<file path="src/rtl/data_unpack.sv">
// Splits a packetised MSB-first stream of IN_WIDTH-bit words into OUT_WIDTH-bit symbols; first symbol one cycle after acceptance.
// Input is stalled (ready_out low) while a full symbol is buffered or an end-of-packet flush is pending; output is never stalled.
module data_unpack #(
  parameter int IN_WIDTH  = 32,
  parameter int OUT_WIDTH = 7
) (
  input  logic                 clk,
  input  logic                 rst,
  output logic                 ready_out,
  input  logic                 valid_in,
  input  logic [IN_WIDTH-1:0]  data_in,
  input  logic                 sop_in,
  input  logic                 eop_in,
  output logic                 valid_out,
  output logic [OUT_WIDTH-1:0] data_out,
  output logic                 sop_out,
  output logic                 eop_out
);

  localparam int BUF_W = IN_WIDTH + OUT_WIDTH - 1;
  localparam int CNT_W = $clog2(BUF_W + 1);
  localparam logic [CNT_W-1:0] OUT_W_C = CNT_W'(OUT_WIDTH);
  localparam logic [CNT_W-1:0] IN_W_C  = CNT_W'(IN_WIDTH);

  logic [BUF_W-1:0] bit_buf;
  logic [CNT_W-1:0] cnt;
  logic             sop_pend;
  logic             eop_pend;
  logic [BUF_W-1:0] word_aligned;
  logic             accept;

  // Bits below cnt are always zero, so a new word can simply be OR-ed in under the residue.
  assign word_aligned = (BUF_W'(data_in) << (OUT_WIDTH - 1)) >> cnt;
  assign ready_out    = (cnt < OUT_W_C) && !eop_pend;
  assign accept       = valid_in && ready_out;

  always_ff @(posedge clk) begin
    if (rst) begin
      bit_buf   <= '0;
      cnt       <= '0;
      sop_pend  <= 1'b0;
      eop_pend  <= 1'b0;
      valid_out <= 1'b0;
      data_out  <= '0;
      sop_out   <= 1'b0;
      eop_out   <= 1'b0;
    end else begin
      valid_out <= 1'b0;
      data_out  <= '0;
      sop_out   <= 1'b0;
      eop_out   <= 1'b0;
      if (cnt >= OUT_W_C) begin
        valid_out <= 1'b1;
        data_out  <= bit_buf[BUF_W-1 -: OUT_WIDTH];
        sop_out   <= sop_pend;
        sop_pend  <= 1'b0;
        bit_buf   <= bit_buf << OUT_WIDTH;
        cnt       <= cnt - OUT_W_C;
        if (eop_pend && (cnt == OUT_W_C)) begin
          eop_out  <= 1'b1;
          eop_pend <= 1'b0;
        end
      end else if (eop_pend) begin
        // Residue is already left-aligned with zeros beneath it, so the top slice is the padded symbol.
        if (cnt != '0) begin
          valid_out <= 1'b1;
          data_out  <= bit_buf[BUF_W-1 -: OUT_WIDTH];
          sop_out   <= sop_pend;
          eop_out   <= 1'b1;
          sop_pend  <= 1'b0;
        end
        bit_buf  <= '0;
        cnt      <= '0;
        eop_pend <= 1'b0;
      end else if (accept) begin
        bit_buf <= bit_buf | word_aligned;
        cnt     <= cnt + IN_W_C;
        if (sop_in) sop_pend <= 1'b1;
        if (eop_in) eop_pend <= 1'b1;
      end
    end
  end

endmodule

</file>
<file path="config.mk">
export PLATFORM = sky130hd
export DESIGN_NAME = data_unpack
export DESIGN_NICKNAME = d
export VERILOG_FILES = /design/src/rtl/data_unpack.sv
export SDC_FILE = /design/constraint.sdc
export NUM_CORES = 1
export LEC_CHECK = 0
export ABC_CLOCK_PERIOD_IN_PS = 2900
export CORE_ASPECT_RATIO = 0.8
export CORE_MARGIN = 2
export CORE_UTILIZATION = 45
export CTS_CLUSTER_SIZE = 25
export DETAILED_ROUTE_END_ITERATION = 10
export GPL_ROUTABILITY_DRIVEN = 0
export PLACE_DENSITY_LB_ADDON = 0.08
export SYNTH_ARGS = -nofsm -noshare
export SYNTH_HDL_FRONTEND = slang
export SYNTH_SLANG_ARGS = --single-unit
</file>
<file path="constraint.sdc">
create_clock -name clk -period 2.9 [get_ports clk]
set_input_delay 0.725 -clock clk [delete_from_list [all_inputs] [get_ports clk]]
set_output_delay 0.725 -clock clk [all_outputs]
set_load 0.02 [all_outputs]
</file>
==> report_table.html <==
<table>
<tr><th>Metric</th><th>Value</th></tr>
<tr><th colspan="2">Yosys</th></tr>
<tr><td>Post-synthesis area per instance</td><td>9.116 sq um</td></tr>
<tr><td>Share of the yosys chip area belonging to registers</td><td>25.10%</td></tr>
<tr><td>EDFF count, synth</td><td>0</td></tr>
<tr><td>Synth async-reset ratio</td><td>0%</td></tr>
<tr><td>Most instantiated library cell after synthesis</td><td>sky130_fd_sc_hd__dfxtp_1</td></tr>
<tr><td>Main flop type after synthesis</td><td>sky130_fd_sc_hd__dfxtp_1</td></tr>
<tr><td>Most frequent cells after synthesis</td><td>sky130_fd_sc_hd__dfxtp_1 (56), sky130_fd_sc_hd__nand2_1 (54), sky130_fd_sc_hd__a21oi_1 (44)</td></tr>
<tr><td>Count of synthesis-stage warnings from yosys</td><td>0</td></tr>
<tr><td>Top cells by area in the synthesized netlist</td><td>sky130_fd_sc_hd__dfxtp_1 (25%), sky130_fd_sc_hd__mux4_2 (17%), sky130_fd_sc_hd__mux2i_1 (7.8%)</td></tr>
<tr><td>Number of standard cells after synthesis</td><td>490</td></tr>
<tr><td>Nets in the synthesized netlist</td><td>529</td></tr>
<tr><td>Area leader, netlist</td><td>sky130_fd_sc_hd__dfxtp_1</td></tr>
<tr><td>Number of flip-flops and latches in the synthesized netlist</td><td>56</td></tr>
<tr><td>Library cells used by synthesis</td><td>60</td></tr>
<tr><td>Cell area after synthesis</td><td>4467 sq um</td></tr>
<tr><td>Area share of the largest cell type after synthesis</td><td>25.10%</td></tr>
<tr><th colspan="2">Finish</th></tr>
<tr><td>Number of inserted diodes</td><td>0</td></tr>
<tr><td>Share of post-route cells with drive strength above 1</td><td>15.90%</td></tr>
<tr><td>Layout Area Growth over Synthesis</td><td>15.60%</td></tr>
<tr><td>Area of the multi-input gates</td><td>3044 sq um</td></tr>
<tr><td>Number of nets at the end of the flow</td><td>560</td></tr>
<tr><td>Combined flip-flop and latch cell area</td><td>1124 sq um</td></tr>
<tr><td># fillers</td><td>905</td></tr>
<tr><th colspan="2">STA</th></tr>
<tr><td>Setup repair after global routing missed its margin</td><td>false</td></tr>
<tr><td>Post-route worst setup slack</td><td>253.4 ps</td></tr>
<tr><td>Max-slew headroom</td><td>49.68%</td></tr>
<tr><td>Final number of max-transition violations</td><td>0</td></tr>
<tr><td>Final setup viols</td><td>0</td></tr>
<tr><td>Final number of hold-violating endpoints</td><td>0</td></tr>
<tr><td>Worst Clk Skew</td><td>9.600 ps</td></tr>
<tr><td>Worst-margin pin slew</td><td>754.8 ps</td></tr>
<tr><td>Maximum frequency from static timing analysis</td><td>377.8 MHz</td></tr>
<tr><td>Period Utilization, post-route</td><td>91.26%</td></tr>
<tr><td>Post-route minimum period</td><td>2647 ps</td></tr>
<tr><td>Total negative setup slack</td><td>0 ps</td></tr>
<tr><th colspan="2">Critical path</th></tr>
<tr><td>Critical Path AT</td><td>1920 ps</td></tr>
<tr><td>Max FO, Critical Path</td><td>5</td></tr>
<tr><td>End of the worst register-to-register path</td><td>bit_buf[14]</td></tr>
<tr><td>Crit path max-delay cell type</td><td>sky130_fd_sc_hd__or4_4</td></tr>
<tr><td>Kind of end point of the critical path</td><td>output pin</td></tr>
<tr><td>WP data required</td><td>2170 ps</td></tr>
<tr><td>Critical Path Start Type</td><td>register</td></tr>
<tr><td>Stage delay of the slowest cell on the critical path</td><td>440 ps</td></tr>
<tr><td>Series of cell instances along the critical path</td><td>ha_1 -&gt; a21o_1 -&gt; or4_4 -&gt; clkinv_2 -&gt; dlygate4sd2_1</td></tr>
<tr><td>Critical path class</td><td>register to output pin</td></tr>
<tr><td>Worst-case reg-to-reg path depth</td><td>6</td></tr>
<tr><td>Startpoint of the worst register-to-register path</td><td>cnt[1]</td></tr>
<tr><td>R2R Setup Slk</td><td>380 ps</td></tr>
<tr><th colspan="2">Placement</th></tr>
<tr><td>Port Buf Inserts</td><td>47</td></tr>
<tr><td>Pre-CTS setup slack</td><td>113.0 ps</td></tr>
<tr><td>Post-DP HPWL</td><td>10300 microns</td></tr>
<tr><th colspan="2">Clock network</th></tr>
<tr><td>Clock latency at the later pin of the worst-skew pair</td><td>300 ps</td></tr>
<tr><td>Library cell used as clock root buffer</td><td>sky130_fd_sc_hd__clkbuf_16</td></tr>
<tr><td>Clock input transition at the sequential cells of the worst setup and hold paths</td><td>80 ps</td></tr>
<tr><td>Number of CTS-inserted buffers</td><td>5</td></tr>
<tr><td>Number of sinks handled by clock tree synthesis</td><td>56</td></tr>
<tr><td>H-tree depth reported by CTS</td><td>2</td></tr>
<tr><td>Maximum count of clock buffers along a single path</td><td>2</td></tr>
<tr><td>Clock tree from TritonCTS</td><td>yes</td></tr>
<tr><td>Number of buffers added to fix hold violations after cts</td><td>0</td></tr>
<tr><th colspan="2">Routing</th></tr>
<tr><td>Residual antenna-violating net count after detailed routing</td><td>0</td></tr>
<tr><td>Final routed wirelength across all metal layers</td><td>13910 microns</td></tr>
<tr><td>WL per Instance</td><td>21.14 microns</td></tr>
<tr><td>Vias after detailed routing</td><td>4249</td></tr>
<tr><td>Iteration-0 DRC count of the detailed router</td><td>467</td></tr>
<tr><td>Residual DRC count</td><td>0</td></tr>
<tr><td>First-pass detailed-route iteration total</td><td>5</td></tr>
<tr><td>Via density</td><td>6.457</td></tr>
<tr><th colspan="2">Power and ir drop</th></tr>
<tr><td>Fraction of power consumed by combinational cells</td><td>67.8%</td></tr>
<tr><td>Net Sw Frac</td><td>47.80%</td></tr>
<tr><td>Internal power consumption</td><td>2.877 mW</td></tr>
<tr><td>Highest ir drop seen on vdd</td><td>0.7849 mV</td></tr>
<tr><td>Part of the total power dissipated in the clock network</td><td>11.5%</td></tr>
<tr><td>Reported net switching power</td><td>2.634 mW</td></tr>
<tr><td>Register share of total power</td><td>20.7%</td></tr>
<tr><td>PwrDens</td><td>1067 nW/um^2</td></tr>
<tr><td>Leakage power total</td><td>1.775 nW</td></tr>
<tr><th colspan="2">Run</th></tr>
<tr><td>Number of max-cap violations</td><td>0</td></tr>
<tr><th colspan="2">Global route</th></tr>
<tr><td>Total congestion overflow after global routing</td><td>0</td></tr>
<tr><td>Antenna violations before repair</td><td>0</td></tr>
<tr><td>Maximum number of pins on one net before global-route repair</td><td>56</td></tr>
<tr><td>Wire length of the first global-routing pass</td><td>22310 microns</td></tr>
<tr><td>Vias in the first global route</td><td>3963</td></tr>
<tr><td>Gr usage total</td><td>27.08%</td></tr>
<tr><th colspan="2">Min path</th></tr>
<tr><td>Number of instances on the worst hold path</td><td>2</td></tr>
<tr><td>Worst hold path class</td><td>register to register</td></tr>
<tr><td>Sink of the worst hold path</td><td>bit_buf[26]</td></tr>
<tr><td>Critical hold path startpoint</td><td>bit_buf[19]</td></tr>
<tr><th colspan="2">Outcome</th></tr>
<tr><td>Run status</td><td>finished clean</td></tr>
<tr><th colspan="2">Floorplanning</th></tr>
<tr><td>Core Rows</td><td>32</td></tr>
<tr><td>Area of the die</td><td>10740 sq um</td></tr>
<tr><td>Initial core utilization</td><td>46.29%</td></tr>
<tr><td>Die boundary height</td><td>93.11 microns</td></tr>
<tr><td>Number of top-level pins</td><td>48</td></tr>
<tr><td>Core area</td><td>9649 sq um</td></tr>
<tr><td>Die Wd</td><td>115.4 microns</td></tr>
</table>
[power by group through the flow]
stage | combinational, mW | clock (mW) | sequential (mW)
global route | 4.05 | 0.677 | 1.16
detailed placement | 3.70 | 0 | 1.15
global placement | 3.67 | 0 | 1.14
CTS | 3.70 | 0.634 | 1.14
floorplan | 2.84 | 0 | 1.12
finish | 3.74 | 0.633 | 1.14
[registers in the layout, indices dropped and copies added (netlist names)]
name,cells
bit_buf,38
data_out,7
cnt,6
eop_out,1
eop_pend,1
sop_out,1
sop_pend,1
valid_out,1
[routing by layer]
metal  GRT usage, %  vias to the layer above  part of all wire (%)
met4          5.622                        0                   1.3
li1               -                     1948                     -
met3          5.314                       17                   9.0
met5              0                        -                     0
met1          40.34                     2099                    46
met2          40.64                      185                    44
[how the worst max path moves through the flow]
stage,startpoint,end,depth (start not counted)
finish,cnt[0],ready_out,5
floorplan,cnt[0],ready_out,5
detailed placement,data_in[13],bit_buf[14],6
global route,cnt[0],ready_out,5
global placement,data_in[13],bit_buf[16],6
CTS,cnt[0],ready_out,5
[final cells by class]
type                    count  area share (%)
flip-flops and latches     56           21.76
multi-input cells         383           58.95
clock inverters             3          0.5088
well taps                 136           3.295
repair buffers             70           12.67
clock buffers               5           2.423
inverters                   5          0.3877
[critical path, delay by kind of cell, from the launching register on]
family | cells | cell delay, ps
AOI/OAI and AO/OA | 1 | 220
buffers and inverters | 2 | 380
DFF | 1 | 320
and+or+nand+nor | 1 | 440
adders and majority gates | 1 | 260
[cells by family (layout without fill, tap and decap cells)]
kind of cell | after synthesis | after routing | share of synthesized area, %
fa+ha+maj | 2 | 2 | 0.5601
mux | 81 | 81 | 29.44
xor+xnor | 2 | 2 | 0.3922
buf+inv | 51 | 83 | 6.751
simple gates | 157 | 157 | 16.81
compound gates | 141 | 141 | 20.95
flops | 56 | 56 | 25.10
[cells in the final DEF, fill, tap and decap left out, types with 8 or more instances in the layout]
| cell | n |
|---|---|
| sky130_fd_sc_hd__dfxtp_1 | 54 |
| sky130_fd_sc_hd__a221oi_1 | 14 |
| sky130_fd_sc_hd__nand2_1 | 54 |
| sky130_fd_sc_hd__clkdlybuf4s50_1 | 46 |
| sky130_fd_sc_hd__o21ai_0 | 19 |
| sky130_fd_sc_hd__o22ai_1 | 8 |
| sky130_fd_sc_hd__nand3_1 | 9 |
| sky130_fd_sc_hd__nor2_1 | 36 |
| sky130_fd_sc_hd__and2_1 | 16 |
| sky130_fd_sc_hd__nor2b_1 | 8 |
| sky130_fd_sc_hd__nor3_1 | 13 |
| sky130_fd_sc_hd__buf_4 | 22 |
| sky130_fd_sc_hd__mux2i_1 | 35 |
| sky130_fd_sc_hd__a22oi_1 | 11 |
| sky130_fd_sc_hd__mux4_2 | 33 |
| sky130_fd_sc_hd__a21oi_1 | 44 |
[what timing repair did]
| item | in CTS | in global routing |
|---|---|---|
| gates resized for setup | 1 | 0 |
| endpoints found under the setup margin | 1 | 0 |
| setup buffers | 0 | 0 |
[per-stage QoR]
step / utilization, % / power [mW] / hold slack, ps / std cells / cell area [sq um]
global route: 53.51 / 5.895 / 476.8 / 658 / 5164
CTS: 53.51 / 5.470 / 445.9 / 658 / 5164
floorplan: - / 3.961 / 416.0 / 490 / 4467
detailed placement: 51.96 / 4.848 / 434.0 / 650 / 5014
global placement: 51.96 / 4.818 / 429.7 / 650 / 5014
finish: 53.51 / 5.511 / 447.7 / 658 / 5164
Power figures use the tool's default switching activity.
